`src/rtl/sigma_delta_decimator.sv`:
```
// Second-order CIC (sinc2) decimator for a 1-bit sigma-delta stream.
// Two integrators run at the accepted-bit rate, two combs run once per frame, and the result is scaled to 16-bit signed PCM.
module sigma_delta_decimator #(
   parameter int DECIM = 64
) (
   input  logic        CLOCK,
   input  logic        RESET,
   input  logic        BIT_IN,
   input  logic        BIT_VALID,
   output logic [15:0] DATAWORD_OUT,
   output logic        DATA_VALID,
   output logic        SAT_OUT,
   output logic        DBG_STATE
);

   localparam int L     = $clog2(DECIM);
   localparam int W     = 2 + 2 * L;
   localparam int SHIFT = 15 - 2 * L;

   typedef enum logic {S_FLUSH = 1'b0, S_RUN = 1'b1} state_t;

   state_t              r_state;
   state_t              w_state_nxt;
   logic                r_flush_cnt;
   logic                w_run;

   logic [L-1:0]        r_cnt;
   logic signed [W-1:0] r_int1;
   logic signed [W-1:0] r_int2;
   logic signed [W-1:0] r_d1;
   logic signed [W-1:0] r_c1;
   logic signed [W-1:0] r_d2;
   logic                r_fend;
   logic                r_c1_vld;

   logic [15:0]         r_word;
   logic                r_valid;
   logic                r_sat;

   logic signed [W-1:0] w_x;
   logic signed [W-1:0] w_int1_nxt;
   logic signed [W-1:0] w_int2_nxt;
   logic signed [W-1:0] w_c2;
   logic [16:0]         w_ext;
   logic [16:0]         w_scaled;
   logic                w_sat;
   logic [15:0]         w_word;

   assign w_x        = BIT_IN ? W'(1) : {W{1'b1}};
   assign w_int1_nxt = r_int1 + w_x;
   // Second integrator adds the already-updated first integrator so the frame's last bit is included.
   assign w_int2_nxt = r_int2 + w_int1_nxt;

   always_ff @(posedge CLOCK or negedge RESET) begin
      if (!RESET) begin
         r_int1 <= '0;
         r_int2 <= '0;
         r_cnt  <= '0;
         r_fend <= 1'b0;
      end else begin
         r_fend <= BIT_VALID && (r_cnt == L'(DECIM - 1));
         if (BIT_VALID) begin
            r_int1 <= w_int1_nxt;
            r_int2 <= w_int2_nxt;
            r_cnt  <= r_cnt + 1'b1;
         end
      end
   end

   always_ff @(posedge CLOCK or negedge RESET) begin
      if (!RESET) begin
         r_d1     <= '0;
         r_c1     <= '0;
         r_d2     <= '0;
         r_c1_vld <= 1'b0;
      end else begin
         r_c1_vld <= r_fend;
         if (r_fend) begin
            r_c1 <= r_int2 - r_d1;
            r_d1 <= r_int2;
         end
         if (r_c1_vld) begin
            r_d2 <= r_c1;
         end
      end
   end

   // Comb output spans -DECIM^2..+DECIM^2; only the positive extreme overflows 16 bits.
   assign w_c2     = r_c1 - r_d2;
   assign w_ext    = {{(17 - W){w_c2[W-1]}}, w_c2};
   assign w_scaled = w_ext << SHIFT;
   assign w_sat    = ~w_scaled[16] & w_scaled[15];
   assign w_word   = w_sat ? 16'h7fff : w_scaled[15:0];

   always_ff @(posedge CLOCK or negedge RESET) begin
      if (!RESET) begin
         r_state     <= S_FLUSH;
         r_flush_cnt <= 1'b0;
      end else begin
         r_state <= w_state_nxt;
         if (r_state == S_FLUSH && r_c1_vld) begin
            r_flush_cnt <= 1'b1;
         end
      end
   end

   always_comb begin
      w_state_nxt = r_state;
      if (r_state == S_FLUSH && r_c1_vld && r_flush_cnt) begin
         w_state_nxt = S_RUN;
      end
   end

   always_comb begin
      w_run = (r_state == S_RUN);
   end

   always_ff @(posedge CLOCK or negedge RESET) begin
      if (!RESET) begin
         r_word  <= '0;
         r_valid <= 1'b0;
         r_sat   <= 1'b0;
      end else begin
         r_valid <= r_c1_vld && w_run;
         if (r_c1_vld && w_run) begin
            r_word <= w_word;
            r_sat  <= w_sat;
         end
      end
   end

   assign DATAWORD_OUT = r_word;
   assign DATA_VALID   = r_valid;
   assign SAT_OUT      = r_sat;
   assign DBG_STATE    = (r_state == S_RUN);

endmodule

```
`config.mk`:
```
export PLATFORM = sky130hd
export DESIGN_NAME = sigma_delta_decimator
export DESIGN_NICKNAME = d
export VERILOG_FILES = /design/src/rtl/sigma_delta_decimator.sv
export SDC_FILE = /design/constraint.sdc
export NUM_CORES = 1
export LEC_CHECK = 0
export CAP_MARGIN = 20
export CORE_MARGIN = 1.5
export CORE_UTILIZATION = 35
export DETAILED_ROUTE_END_ITERATION = 10
export DONT_BUFFER_PORTS = 1
export SLEW_MARGIN = 10
export SYNTH_ARGS = -nofsm -noshare
export SYNTH_HDL_FRONTEND = slang
export SYNTH_SLANG_ARGS = --single-unit
```
`constraint.sdc`:
```
create_clock -name CLOCK -period 4.3 [get_ports CLOCK]
set_input_delay 0.43 -clock CLOCK [delete_from_list [all_inputs] [get_ports CLOCK]]
set_output_delay 0.43 -clock CLOCK [all_outputs]
set_load 0.03 [all_outputs]
```
Word-level counts from Yosys, hierarchy flattened:

Index checks and enable logic that the tools add are counted.

* $add $sub $neg: 5
* eq/ne operators: 1
* mux-type cells: 2
* bitwise operators: 3
* reduce and logical (&&, ||, !) cells: 4

Operators by type and width (count)
* 14-bit adder: 2
* 14-bit subtractor: 2
* 16-bit 2-to-1 mux: 1
* 14-bit 2-to-1 mux: 1
* 6-bit by 1-bit adder with 6-bit output, second input constant: 1
* 6-bit equality test, second input constant: 1
* 1-bit logical AND: 4
* 1-bit NOT: 2
* 1-bit AND: 1

* register bits: 98
* input port bits: 4
* output and inout bits: 19
* logic and storage cells: 28

Depth between registers and ports, before layout:

* depth in word-level cells: 4
* mapped depth: 19

Least setup slack after synthesis:

Ideal clock, no wire load.

* kind: input to register
* start: input port BIT_IN
* end: register r_int2[13]
* setup time: 0.080 ns
* arrival time: 3.600 ns
* data required time: 4.220 ns
* setup slack: 0.620 ns
* stages: 19
* buffers on the path: 0
* path through: inv_1 > fa_1 > a21o_1 > a21oi_1 > o21bai_1 > a21o_1 > a21oi_1 > inv_1 > a21oi_1 > xnor2_1 > ha_1 > a21o_1 > nand2_1 > o211ai_1 > a21o_1 > a21oi_1 > xnor3_1 > nand2_1 > xnor2_1

* longest elaborated chain between the ends: 3

Ends and longest elaborated chain
* start, declared: line 8 `input logic BIT_IN,`
* 14-bit 2-to-1 mux: line 49 `assign w_x = BIT_IN ? W'(1) : {W{1'b1}};`
* 14-bit adder: line 50 `assign w_int1_nxt = r_int1 + w_x;`
* net w_int1_nxt[8]: line 41 `logic signed [W-1:0] w_int1_nxt;`
* 14-bit adder: line 52 `assign w_int2_nxt = r_int2 + w_int1_nxt;`
* end signal, assigned: line 64 `r_int2 <= w_int2_nxt;`
* end, declared: line 29 `logic signed [W-1:0] r_int2;`

The timed path passes the listed nets, and every way through them passes these cells.
A chain may end at the register's enable or synchronous reset.

Worst setup path after layout:

* start: register r_int1[0]
* end: register r_int2[13]

* longest elaborated chain between the ends: 2

Ends and longest elaborated chain
* start, declared: line 28 `logic signed [W-1:0] r_int1;`
* start signal, assigned: line 63 `r_int1 <= w_int1_nxt;`
* 14-bit adder: line 50
* net w_int1_nxt[8]: line 41
* 14-bit adder: line 52

The timed path passes the listed nets, and every way through them passes these cells.

==> flow_summary.json <==
{
  "slew_viol_final": 0,
  "drtPass1Iterations": 4,
  "numCtsBuffers": 9,
  "hold_class": "in -> async",
  "grt_max_degree": 96,
  "core_um2": 15940,
  "ys_types": 52,
  "area_delta_synth_final_pct": 9.548,
  "die_area_um2": 17210,
  "critical_path.max_fanout": 5,
  "rrSetupSlack_ns": 0.53,
  "ys_async_sr_fraction": 1.000,
  "syn_inst": 588,
  "rsz0062_at_grt": "no",
  "setup_violations": 0,
  "diodes": 0,
  "first_iter_violations": 174,
  "finalHoldWorstSlack_ns": 0.002130,
  "cp-end-kind": "flop",
  "yosysWarnings": 0,
  "yosysMostFrequentCell": "dfrtp_1",
  "worst-setup-path-type": "reg -> reg",
  "cellLeakagePower_uw": 0.002918,
  "io_buffers": 0,
  "syn_nets": 649,
  "ys_seq_area_frac": 0.4132,
  "synth-edff-count": 0,
  "overflow": 0,
  "cts_max_level": 3,
  "synth_common_cells": "dfrtp_1 (95), nand2_1 (62), inv_1 (55)",
  "critPathArrivalTime_ns": 4.03,
  "fmax_mhz": 265.3,
  "vias": 3983,
  "startpoint_type": "flop",
  "cts_setup_buffers": 0,
  "cts_root_buffer": "clkbuf_16",
  "fp.dieH_um": 131.2,
  "clk_pin_slew_ns": 0.06,
  "hold_viol": 0,
  "relSlewSlack": 0.2865,
  "wl_um": 10150,
  "place.gp.congestion": 0.7888,
  "num_io_pins": 23,
  "ys_ff_latch": 95,
  "drive_above_1_share": 0.09153,
  "synth_top_area_share": 0.4132,
  "grt_pass1_vias": 4036,
  "required_ns": 4.56,
  "synth_flop_cell": "dfrtp_1",
  "max-cap-violations": 0,
  "grt_use_total": 0.1256,
  "post-route-period-util": 0.8767,
  "viasPerCell": 4.942,
  "r2r_end": "r_int2[13]",
  "cts_tree": "yes",
  "initial_core_util": 0.3609,
  "avgSynthCellArea_um2": 9.784,
  "ir_drop_uv": 419.1,
  "postRouteAntennaNets": 0,
  "die_w_um": 131.2,
  "drc": 0,
  "nNetsFinal": 646,
  "cts_buffer_depth": 2,
  "powerDensity_nw_per_um2": 833.2,
  "antenna_found_initial": 0,
  "post-dp-hpwl_um": 7318,
  "wl_per_cell_um": 12.59,
  "synth_area_um2": 5753,
  "rr_worst_depth": 18,
  "grt_pass1_wl_um": 18070,
  "netlist_top_cells_area": "dfrtp_1 (41%), ha_1 (12%), mux2_2 (5.9%)",
  "skew_ns": 0.006338,
  "clk_latency_ns": 0.34,
  "status": "completed",
  "cts.sinks": 95,
  "setup_tns_ns": 0,
  "tightest_slew_ns": 1.070,
  "worstReg2RegStart": "r_int1[0]",
  "power_uw": 5251,
  "synth_top_cell_by_area": "dfrtp_1",
  "core.rowCount": 46,
  "min_period_ns": 3.770
}
## worst max-delay path by stage
stage                         start          to  slack, ns
after global routing      r_int1[0]  r_int2[13]       0.22
after floorplan              BIT_IN  r_int2[13]       0.62
after detailed placement     BIT_IN  r_int2[13]       0.38
after CTS                 r_int1[0]  r_int2[13]       0.49
final                     r_int1[0]  r_int2[13]       0.53
after global placement       BIT_IN  r_int2[13]       0.51
## layout make-up
type / count / area [um2]
inverters: 56 / 210.2
well taps: 216 / 270.3
flip-flops and latches: 95 / 2377
multi-input cells: 419 / 3083
repair buffers: 4 / 50.05
clock inverters: 2 / 37.54
fillers: 1577 / 9641
clock buffers: 14 / 274.0
## logic make-up after synthesis
logic type | after synthesis | synth area share
compound gates | 156 | 0.1757
simple gates | 135 | 0.1059
xor+xnor | 40 | 0.06459
fa+ha+maj | 57 | 0.1292
mux | 31 | 0.06046
buf+inv | 74 | 0.05089
flops | 95 | 0.4132
## critical path: stages, from the launching register on
cell and delay, ns:
dfrtp_1 0.43, fa_1 0.44, a21o_1 0.20, a21oi_1 0.22, o21bai_1 0.09, a21o_1 0.20, a21oi_1 0.23, inv_1 0.06
a21oi_1 0.18, xnor2_1 0.17, ha_1 0.33, a21o_1 0.19, nand2_1 0.08, o211ai_1 0.11, a21o_1 0.18, a21oi_1 0.17
xnor3_1 0.23, nand2_1 0.09, xnor2_1 0.11
## cells in the final DEF (no fill, tap or decap), types with 4 or more instances in the layout
| master | count |
|---|---|
| clkbuf_16 | 9 |
| dfrtp_1 | 95 |
| a21oi_1 | 25 |
| xor2_1 | 15 |
| o22a_1 | 12 |
| a211oi_1 | 8 |
| nor3_1 | 5 |
| nand3_1 | 5 |
| nand2_1 | 62 |
| xnor2_1 | 23 |
| o21ai_0 | 40 |
| o21a_1 | 6 |
| ha_1 | 53 |
| mux2_2 | 30 |
| o21bai_1 | 4 |
| a21boi_1 | 5 |
| nor2b_1 | 11 |
| inv_1 | 55 |
| nand4_1 | 5 |
| o21ai_1 | 19 |
| a31oi_1 | 4 |
| nand3b_1 | 4 |
| a21o_1 | 13 |
| fa_1 | 4 |
| nor2_1 | 32 |
## state kept, by name, summed over array words and instances, names as in the netlist
signal,count
r_int1,14
r_flush_cnt,1
r_c1,14
DATAWORD_OUT,14
r_int2,14
r_cnt,6
r_c1_vld,1
DBG_STATE,1
r_d2,14
DATA_VALID,1
r_fend,1
r_d1,14
## where the power goes
group | internal (uW) | total, uW | switching [uW]
clock | 499 | 827 | 328
combinational | 1470 | 3110 | 1640
sequential | 1120 | 1320 | 191
total | 3090 | 5250 | 2160
## per-layer routing
metal | share of wire | track usage
met5 | 0 | 0
met4 | 0.014 | 0.04182
met3 | 0.034 | 0.03356
met2 | 0.45 | 0.2058
met1 | 0.50 | 0.1604
## metrics by stage
step	area (um2)	worst slack, ns	util	cells
2_1_floorplan	5753	0.6198	-	588
3_3_place_gp	5963	0.5082	0.3740	789
3_5_place_dp	5963	0.3822	0.3740	789
4_1_cts	6302	0.4946	0.3953	806
5_1_grt	6302	0.2210	0.3953	806
6_report	6302	0.5301	0.3953	806
## timing repair
| action | 4_1_cts | 5_1_grt |
|---|---|---|
| endpoints found under the hold margin | 95 | 0 |
| hold buffers | 1 | 0 |
| gates resized for setup | 0 | 0 |
Note: power is estimated with default switching activity, not from simulation.
